$ cat src/rtl/uart_reg_loader.sv
// 8N1 UART receiver feeding a nibble-pair register loader: a low-nibble byte arms a
// pending slot, and a matching high-nibble byte commits a full byte to one register.
module uart_reg_loader #(
    parameter int CLK_HZ       = 12000000,
    parameter int BAUD         = 9600,
    parameter int NUM_REGS     = 8,
    parameter int TIMEOUT_BITS = 40
) (
    input  logic                  clk,
    input  logic                  reset,
    input  logic                  rx,
    output logic [NUM_REGS*8-1:0] regs,
    output logic [NUM_REGS-1:0]   wr_stb,
    output logic                  rx_valid,
    output logic [7:0]            rx_data,
    output logic                  frame_err,
    output logic                  busy
);
    localparam int DIV      = (CLK_HZ + BAUD * 8) / (BAUD * 16);
    localparam int DIV_W    = (DIV > 1) ? $clog2(DIV) : 1;
    localparam int TO_TICKS = TIMEOUT_BITS * 16;
    localparam int TO_W     = $clog2(TO_TICKS + 1);
    localparam logic [DIV_W-1:0] DIV_LAST = DIV_W'(DIV - 1);
    localparam logic [TO_W-1:0]  TO_LAST  = TO_W'(TO_TICKS - 1);

    typedef enum logic [2:0] {IDLE, START, DATA, STOP, WAIT_IDLE} state_t;

    logic                rx_s1_q, rx_s2_q;
    state_t              state_q, state_d;
    logic [DIV_W-1:0]    div_q, div_d;
    logic [3:0]          tick_cnt_q, tick_cnt_d;
    logic [2:0]          bit_cnt_q, bit_cnt_d;
    logic [1:0]          samp_q, samp_d;
    logic [7:0]          shift_q, shift_d;
    logic [7:0]          rx_data_q, rx_data_d;
    logic                rx_valid_q, rx_valid_d;
    logic                frame_err_q, frame_err_d;
    logic                pend_valid_q, pend_valid_d;
    logic [2:0]          pend_addr_q, pend_addr_d;
    logic [3:0]          pend_nib_q, pend_nib_d;
    logic [TO_W-1:0]     to_cnt_q, to_cnt_d;
    logic [7:0]          regs_q [NUM_REGS];
    logic [7:0]          regs_d [NUM_REGS];
    logic [NUM_REGS-1:0] wr_stb_q, wr_stb_d;
    logic                tick, vote;
    logic [2:0]          dec_addr;
    logic                dec_hi;
    logic [3:0]          dec_nib;

    assign tick     = (div_q == DIV_LAST);
    assign vote     = (samp_q[0] & samp_q[1]) | (samp_q[0] & rx_s2_q) | (samp_q[1] & rx_s2_q);
    assign dec_addr = rx_data_q[7:5];
    assign dec_hi   = rx_data_q[4];
    assign dec_nib  = rx_data_q[3:0];

    // NOTE: every signal gets its default before any branch so no path can infer a latch.
    always_comb begin
        state_d     = state_q;
        div_d       = tick ? '0 : div_q + DIV_W'(1);
        tick_cnt_d  = tick_cnt_q;
        bit_cnt_d   = bit_cnt_q;
        samp_d      = samp_q;
        shift_d     = shift_q;
        rx_data_d   = rx_data_q;
        rx_valid_d  = 1'b0;
        frame_err_d = 1'b0;
        if (state_q != IDLE && tick) begin
            tick_cnt_d = tick_cnt_q + 4'd1;
            if (tick_cnt_q == 4'd7) samp_d[0] = rx_s2_q;
            if (tick_cnt_q == 4'd8) samp_d[1] = rx_s2_q;
        end
        unique case (state_q)
            IDLE: if (!rx_s2_q) begin
                state_d    = START;
                div_d      = '0;
                tick_cnt_d = '0;
                bit_cnt_d  = '0;
            end
            START: if (tick && tick_cnt_q == 4'd9 && vote) begin
                state_d = IDLE;
            end else if (tick && tick_cnt_q == 4'd15) begin
                state_d = DATA;
            end
            DATA: begin
                if (tick && tick_cnt_q == 4'd9) shift_d = {vote, shift_q[7:1]};
                if (tick && tick_cnt_q == 4'd15) begin
                    bit_cnt_d = bit_cnt_q + 3'd1;
                    if (bit_cnt_q == 3'd7) state_d = STOP;
                end
            end
            STOP: if (tick && tick_cnt_q == 4'd9) begin
                if (vote) begin
                    state_d    = IDLE;
                    rx_data_d  = shift_q;
                    rx_valid_d = 1'b1;
                end else begin
                    state_d     = WAIT_IDLE;
                    frame_err_d = 1'b1;
                    tick_cnt_d  = '0;
                end
            end
            // Leave only after 16 consecutive high ticks; any low tick restarts the count.
            WAIT_IDLE: if (tick) begin
                if (!rx_s2_q)                 tick_cnt_d = '0;
                else if (tick_cnt_q == 4'd15) state_d    = IDLE;
            end
            default: state_d = IDLE;
        endcase
    end

    always_comb begin
        pend_valid_d = pend_valid_q;
        pend_addr_d  = pend_addr_q;
        pend_nib_d   = pend_nib_q;
        to_cnt_d     = to_cnt_q;
        regs_d       = regs_q;
        wr_stb_d     = '0;
        if (pend_valid_q && tick) begin
            if (to_cnt_q == TO_LAST) pend_valid_d = 1'b0;
            else                     to_cnt_d     = to_cnt_q + TO_W'(1);
        end
        // Decoded bytes are applied after the expiry so a same-clock commit or reload wins.
        if (rx_valid_q && int'(dec_addr) < NUM_REGS) begin
            if (!dec_hi) begin
                pend_valid_d = 1'b1;
                pend_addr_d  = dec_addr;
                pend_nib_d   = dec_nib;
                to_cnt_d     = '0;
            end else begin
                pend_valid_d = 1'b0;
                if (pend_valid_q && pend_addr_q == dec_addr) begin
                    for (int k = 0; k < NUM_REGS; k++) begin
                        if (int'(dec_addr) == k) begin
                            regs_d[k]   = {dec_nib, pend_nib_q};
                            wr_stb_d[k] = 1'b1;
                        end
                    end
                end
            end
        end
    end

    // NOTE: sequential state uses non-blocking assignments so all flops sample pre-edge values.
    always_ff @(posedge clk or posedge reset) begin
        if (reset) begin
            rx_s1_q      <= 1'b1;
            rx_s2_q      <= 1'b1;
            state_q      <= IDLE;
            div_q        <= '0;
            tick_cnt_q   <= '0;
            bit_cnt_q    <= '0;
            samp_q       <= '0;
            shift_q      <= '0;
            rx_data_q    <= '0;
            rx_valid_q   <= 1'b0;
            frame_err_q  <= 1'b0;
            pend_valid_q <= 1'b0;
            pend_addr_q  <= '0;
            pend_nib_q   <= '0;
            to_cnt_q     <= '0;
            wr_stb_q     <= '0;
            // NOTE: the register file is architecturally visible, so it is reset like any other flop.
            for (int k = 0; k < NUM_REGS; k++) regs_q[k] <= '0;
        end else begin
            rx_s1_q      <= rx;
            rx_s2_q      <= rx_s1_q;
            state_q      <= state_d;
            div_q        <= div_d;
            tick_cnt_q   <= tick_cnt_d;
            bit_cnt_q    <= bit_cnt_d;
            samp_q       <= samp_d;
            shift_q      <= shift_d;
            rx_data_q    <= rx_data_d;
            rx_valid_q   <= rx_valid_d;
            frame_err_q  <= frame_err_d;
            pend_valid_q <= pend_valid_d;
            pend_addr_q  <= pend_addr_d;
            pend_nib_q   <= pend_nib_d;
            to_cnt_q     <= to_cnt_d;
            wr_stb_q     <= wr_stb_d;
            regs_q       <= regs_d;
        end
    end

    for (genvar k = 0; k < NUM_REGS; k++) begin : g_regs
        assign regs[k*8 +: 8] = regs_q[k];
    end

    assign wr_stb    = wr_stb_q;
    assign rx_valid  = rx_valid_q;
    assign rx_data   = rx_data_q;
    assign frame_err = frame_err_q;
    assign busy      = (state_q != IDLE);

endmodule

$ cat config.mk
export PLATFORM = sky130hd
export DESIGN_NAME = uart_reg_loader
export DESIGN_NICKNAME = d
export VERILOG_FILES = /design/src/rtl/uart_reg_loader.sv
export SDC_FILE = /design/constraint.sdc
export NUM_CORES = 1
export LEC_CHECK = 0
export CAP_MARGIN = 20
export CORE_MARGIN = 5
export CORE_UTILIZATION = 50
export CTS_CLUSTER_SIZE = 8
export DETAILED_ROUTE_END_ITERATION = 6
export PLACE_DENSITY = 0.82
export REMOVE_ABC_BUFFERS = 1
export SLEW_MARGIN = 20
export SYNTH_ARGS = -nofsm -noshare
export SYNTH_HDL_FRONTEND = slang
export SYNTH_SLANG_ARGS = --single-unit
$ cat constraint.sdc
create_clock -name clk -period 6.62 [get_ports clk]
set_clock_uncertainty 0.1 [all_clocks]
set_input_delay 1.986 -clock clk [delete_from_list [all_inputs] [get_ports clk]]
set_output_delay 1.986 -clock clk [all_outputs]
set_load 0.02 [all_outputs]
# --- Word-level counts from Yosys, hierarchy flattened ---
# Cells that the tools add are included.
op_classes:
  n_addsub: 4
  eq_ne: 27
  n_mux: 48
  n_bitwise: 6
  n_reduce_logical: 28
op_table:
  columns: ["op", "n"]
  rows:
  - ["$mux W10", 4]
  - ["$mux W3", 12]
  - ["$reduce_and A4 Y1", 8]
  - ["$mux W8", 3]
  - ["$mux W7", 3]
  - ["$mux W4", 5]
  - ["$eq A3 B3 Y1 const B", 6]
  - ["$mux W1", 18]
  - ["$pmux W3 S5", 1]
  - ["$ne A2 B2 Y1 const B", 7]
  - ["$eq A3 B2 Y1 const B", 4]
  - ["$eq A4 B4 Y1 const B", 3]
  - ["$pmux W4 S3", 1]
  - ["$add A10 B1 Y10 const B", 1]
  - ["$eq A10 B10 Y1 const B", 1]
  - ["$reduce_and A2 Y1", 5]
  - ["$reduce_and A8 Y1", 1]
  - ["$add A7 B1 Y7 const B", 1]
  - ["$eq A7 B7 Y1 const B", 1]
  - ["$eq A3 B1 Y1 const B", 2]
  - ["$logic_and A1 B1 Y1", 6]
  - ["$logic_not A3 Y1", 2]
  - ["$pmux W3 S2", 1]
  - ["$reduce_and A3 Y1", 2]
  - ["other kinds (10)", 15]
word_totals:
  ff_bits: 129
  input_bits: 3
  out_inout_bits: 83
  word_cells: 138

# --- Depth between registers and ports, before layout ---
depth:
  word_depth: 6
  depth_mapped: 8
  mapped_depth_nobuf: 6

# --- Least setup slack after synthesis ---
# No wires, ideal clock.
synth_timing:
  path_type: "register -> output"
  start: "register state_q[0]"
  end: "output busy"
  arrival_ps: 1026
  required_ps: 4534
  slack_ps: 3508
  stages_incl_launch_ff: 3
  n_path_buf: 1
  path_cell_list: "dfrtp_1 -> buf_2 -> or3_1"
synth_via:
  elab_chain_len: 1
synth_rtl:
  columns: ["element", "line", "text"]
  rows:
  - ["from (decl)", "29", "state_t state_q, state_d;"]
  - ["from (signal assigned)", "167", "state_q <= state_d;"]
  - ["$reduce_bool A3 Y1", "193", "assign busy = (state_q != IDLE);"]
  - ["to (decl)", "17", "output logic busy"]
# Every way passes these cells.

# --- Final worst setup path ---
# Ends and elaborated chain as after synthesis.

==> results.sh <==
export IMPL_status="finished, final reports clean"
export IMPL_io_buffer_count=85
export IMPL_synthMuxAreaShare_pct=17.8
export IMPL_setup_viol=0
export IMPL_final_cells=651
export IMPL_wl_per_cell_um=17.8
export IMPL_ys_seq_area_share_pct=59.8
export IMPL_tns_ps=0
export IMPL_most_common_layout_cells="dfrtp_1, clkdlybuf4s50_1, mux2_2"
export IMPL_htreeDepth=4
export IMPL_final_common_cell="dfrtp_1"
export IMPL_area_delta_synth_final_pct=27.8
export IMPL_tightest_slew_ps=817
export IMPL_ctsResizeCount=0
export IMPL_synthAdderAreaFrac_pct=2.04
export IMPL_pin_count=86
export IMPL_vias_per_cell=5.49
export IMPL_cp_max_fo=11
export IMPL_synthXorXnorAreaFrac_pct=1.30
export IMPL_cts_sinks=129
export IMPL_grt_max_degree=96
export IMPL_m1WireLength_mm=4.83
export IMPL_antenna_cells_inserted=0
export IMPL_yosysWarnings=0
export IMPL_fin_ws_ps=2450
export IMPL_drv_cap=0
export IMPL_dieArea_mm2=0.0130
export IMPL_drcViolationCount=0
export IMPL_clock_path_buffers=2
export IMPL_max_slew_margin_pct=45.5
export IMPL_drt_pass1_iter_count=4
export IMPL_max_freq_mhz=240
export IMPL_final_hold_violation_count=0
export IMPL_dp_hpwl_mm=7.68
export IMPL_post_cts_buffers=0
export IMPL_cts_hold_repair_buffers=0
export IMPL_grt_pass1_wl_mm=19.1
export IMPL_final_nets=510
export IMPL_dieWidth_um=114
export IMPL_syn_inst=409
export IMPL_clockRootBuffer="clkbuf_8"
export IMPL_drt_iter0_markers=257
export IMPL_start_util_pct=50.5
export IMPL_syn_area_mm2=0.00540
export IMPL_grt_ovfl_total=0
export IMPL_met3_length_um=684
export IMPL_cts_buffers=17
export IMPL_powerDensity_mw_per_mm2=241
export IMPL_synth_flop_cell="dfrtp_1"
export IMPL_place_worst_setup_slack_ps=2720
export IMPL_synth_top_family_by_area="multiplexers"
export IMPL_placed_area_mm2=0.00635
export IMPL_met2WireLength_mm=5.97
export IMPL_fp_dieH_um=114
export IMPL_top_layer="met4"
export IMPL_grt_usage_pct=18.6
export IMPL_fin_crit_sh_pct=62.9
export IMPL_core_mm2=0.0107
export IMPL_endpoint_kind="primary output"
export IMPL_synth_edf_count=0
export IMPL_maxSlewViolCount=0
export IMPL_synthSimpleGateAreaFrac_pct=12.7
export IMPL_synth_async_reset_ratio_pct=100
export IMPL_power_leakage_uw=0.00325
export IMPL_synth_seq_cells=129
export IMPL_syn_avg_cell_area_um2=13.2
export IMPL_rows=38
export IMPL_period_minus_slack_ps=4170
export IMPL_num_vias=3577
export IMPL_start_kind="flop"
export IMPL_ys_types=50
export IMPL_clkSlewWorstSetupHoldPaths_ps=60
export IMPL_peakVddDrop_uv=159
export IMPL_arrival_ps=2080
export IMPL_clk_latency_ps=500
export IMPL_cp_required_ps=4530
export IMPL_synth_compound_area_share_pct=3.52
export IMPL_min_path_type="flop to flop"
export IMPL_grt_pass1_vias=3706
export IMPL_gp_congestion=0.800
export IMPL_critPathKind="flop to primary output"
export IMPL_final_area_mm2=0.00690
export IMPL_cts_tree="yes"
export IMPL_drtAntennaViolNets=0
export IMPL_placed_cells=620
export IMPL_rsz0062_at_grt="false"
export IMPL_antenna_found_initial=0
export IMPL_layout_drive_gt1_share_pct=25.0
export IMPL_routed_wl_mm=11.6
## cell usage after synthesis, drive strengths merged, types with 2 or more instances
| cell | instances | share of area, % |
|---|---|---|
| xnor2 | 2 | 0.32 |
| inv | 15 | 1.0 |
| buf | 9 | 1.3 |
| nand4 | 7 | 0.81 |
| mux2i | 4 | 0.74 |
| o31ai | 4 | 0.56 |
| dfstp | 2 | 0.97 |
| clkbuf | 7 | 0.49 |
| nand2 | 35 | 2.4 |
| or4 | 5 | 0.69 |
| nor3 | 4 | 0.58 |
| xor2 | 6 | 0.97 |
| o21ai | 6 | 0.56 |
| and3 | 7 | 0.81 |
| nand3 | 12 | 1.4 |
| o311ai | 2 | 0.32 |
| nor4bb | 2 | 0.37 |
| dfrtp | 127 | 59 |
| a211oi | 2 | 0.28 |
| a21oi | 8 | 0.74 |
| nand2b | 3 | 0.35 |
| nor4 | 7 | 1.9 |
| or3 | 5 | 0.58 |
| nor2 | 22 | 1.6 |
| ha | 8 | 1.9 |
| mux2 | 82 | 17 |
## layer usage
metal | GRT usage, % | vias up
met5 | 0 | -
met4 | 5.07 | 0
met3 | 4.99 | 9
met2 | 32.0 | 111
met1 | 23.3 | 1823
li1 | - | 1634
## where the power goes
part           switching, uW  internal (uW)  leakage [uW]
Clock                    354            501      0.000262
Combinational           14.9           1.72       0.00120
Sequential             0.646            790       0.00178
## kinds of logic (layout without fill, tap and decap cells)
| family | after synthesis | count (layout) |
|---|---|---|
| xor+xnor | 8 | 8 |
| fa+ha+maj | 9 | 9 |
| buf+inv | 31 | 133 |
| simple gates | 117 | 117 |
| mux | 86 | 86 |
| flops | 129 | 129 |
| compound gates | 29 | 29 |
## layout make-up
type	instances	area (um2)
fill	777	3790
multi-input combinational	249	2020
inverter	15	61.3
sequential	129	3230
tap	140	175
clock buffer	17	414
timing repair buffer	87	866
clock inverter	14	133
## worst paths after layout
path / depth (start not counted) / endpoint / slack, ps / from
max in group asynchronous: 3 / div_q[5]$_DFF_PP0_ / 3520 / reset
worst max-delay path: 2 / busy / 2450 / state_q[0]$_DFFE_PP0P_
worst min register to register: 0 / rx_s2_q$_DFF_PP1_ / 250 / rx_s1_q$_DFF_PP1_
worst min-delay path: 0 / rx_s2_q$_DFF_PP1_ / 250 / rx_s1_q$_DFF_PP1_
min in group asynchronous: 2 / regs[8]$_DFFE_PP0P_ / 1930 / reset
worst max register to register: 7 / to_cnt_q[7]$_DFF_PP0_ / 4130 / div_q[1]$_DFF_PP0_
## worst max-delay path, cell delays in order (launching register included)
cell             delay (ps)
dfrtp_1                 520
or3_1                   480
clkdlybuf4s50_1         570
## stage by stage
stage | util (%) | hold WS [ps] | total power [uW]
2_1_floorplan | - | 245 | 816
3_3_place_gp | 59.4 | 246 | 822
3_5_place_dp | 59.4 | 247 | 822
4_1_cts | 64.5 | 255 | 1680
5_1_grt | 64.5 | 257 | 1720
6_report | 64.5 | 255 | 1660
## sequential cells by signal, summed over array words and instances (netlist names), 3 cells and up
name / cells
regs: 64
wr_stb: 8
state_q: 3
rx_data: 8
to_cnt_q: 10
shift_q: 8
pend_addr_q: 3
div_q: 7
bit_cnt_q: 3
tick_cnt_q: 4
pend_nib_q: 4
No activity file was read; power rests on OpenSTA's default activity.
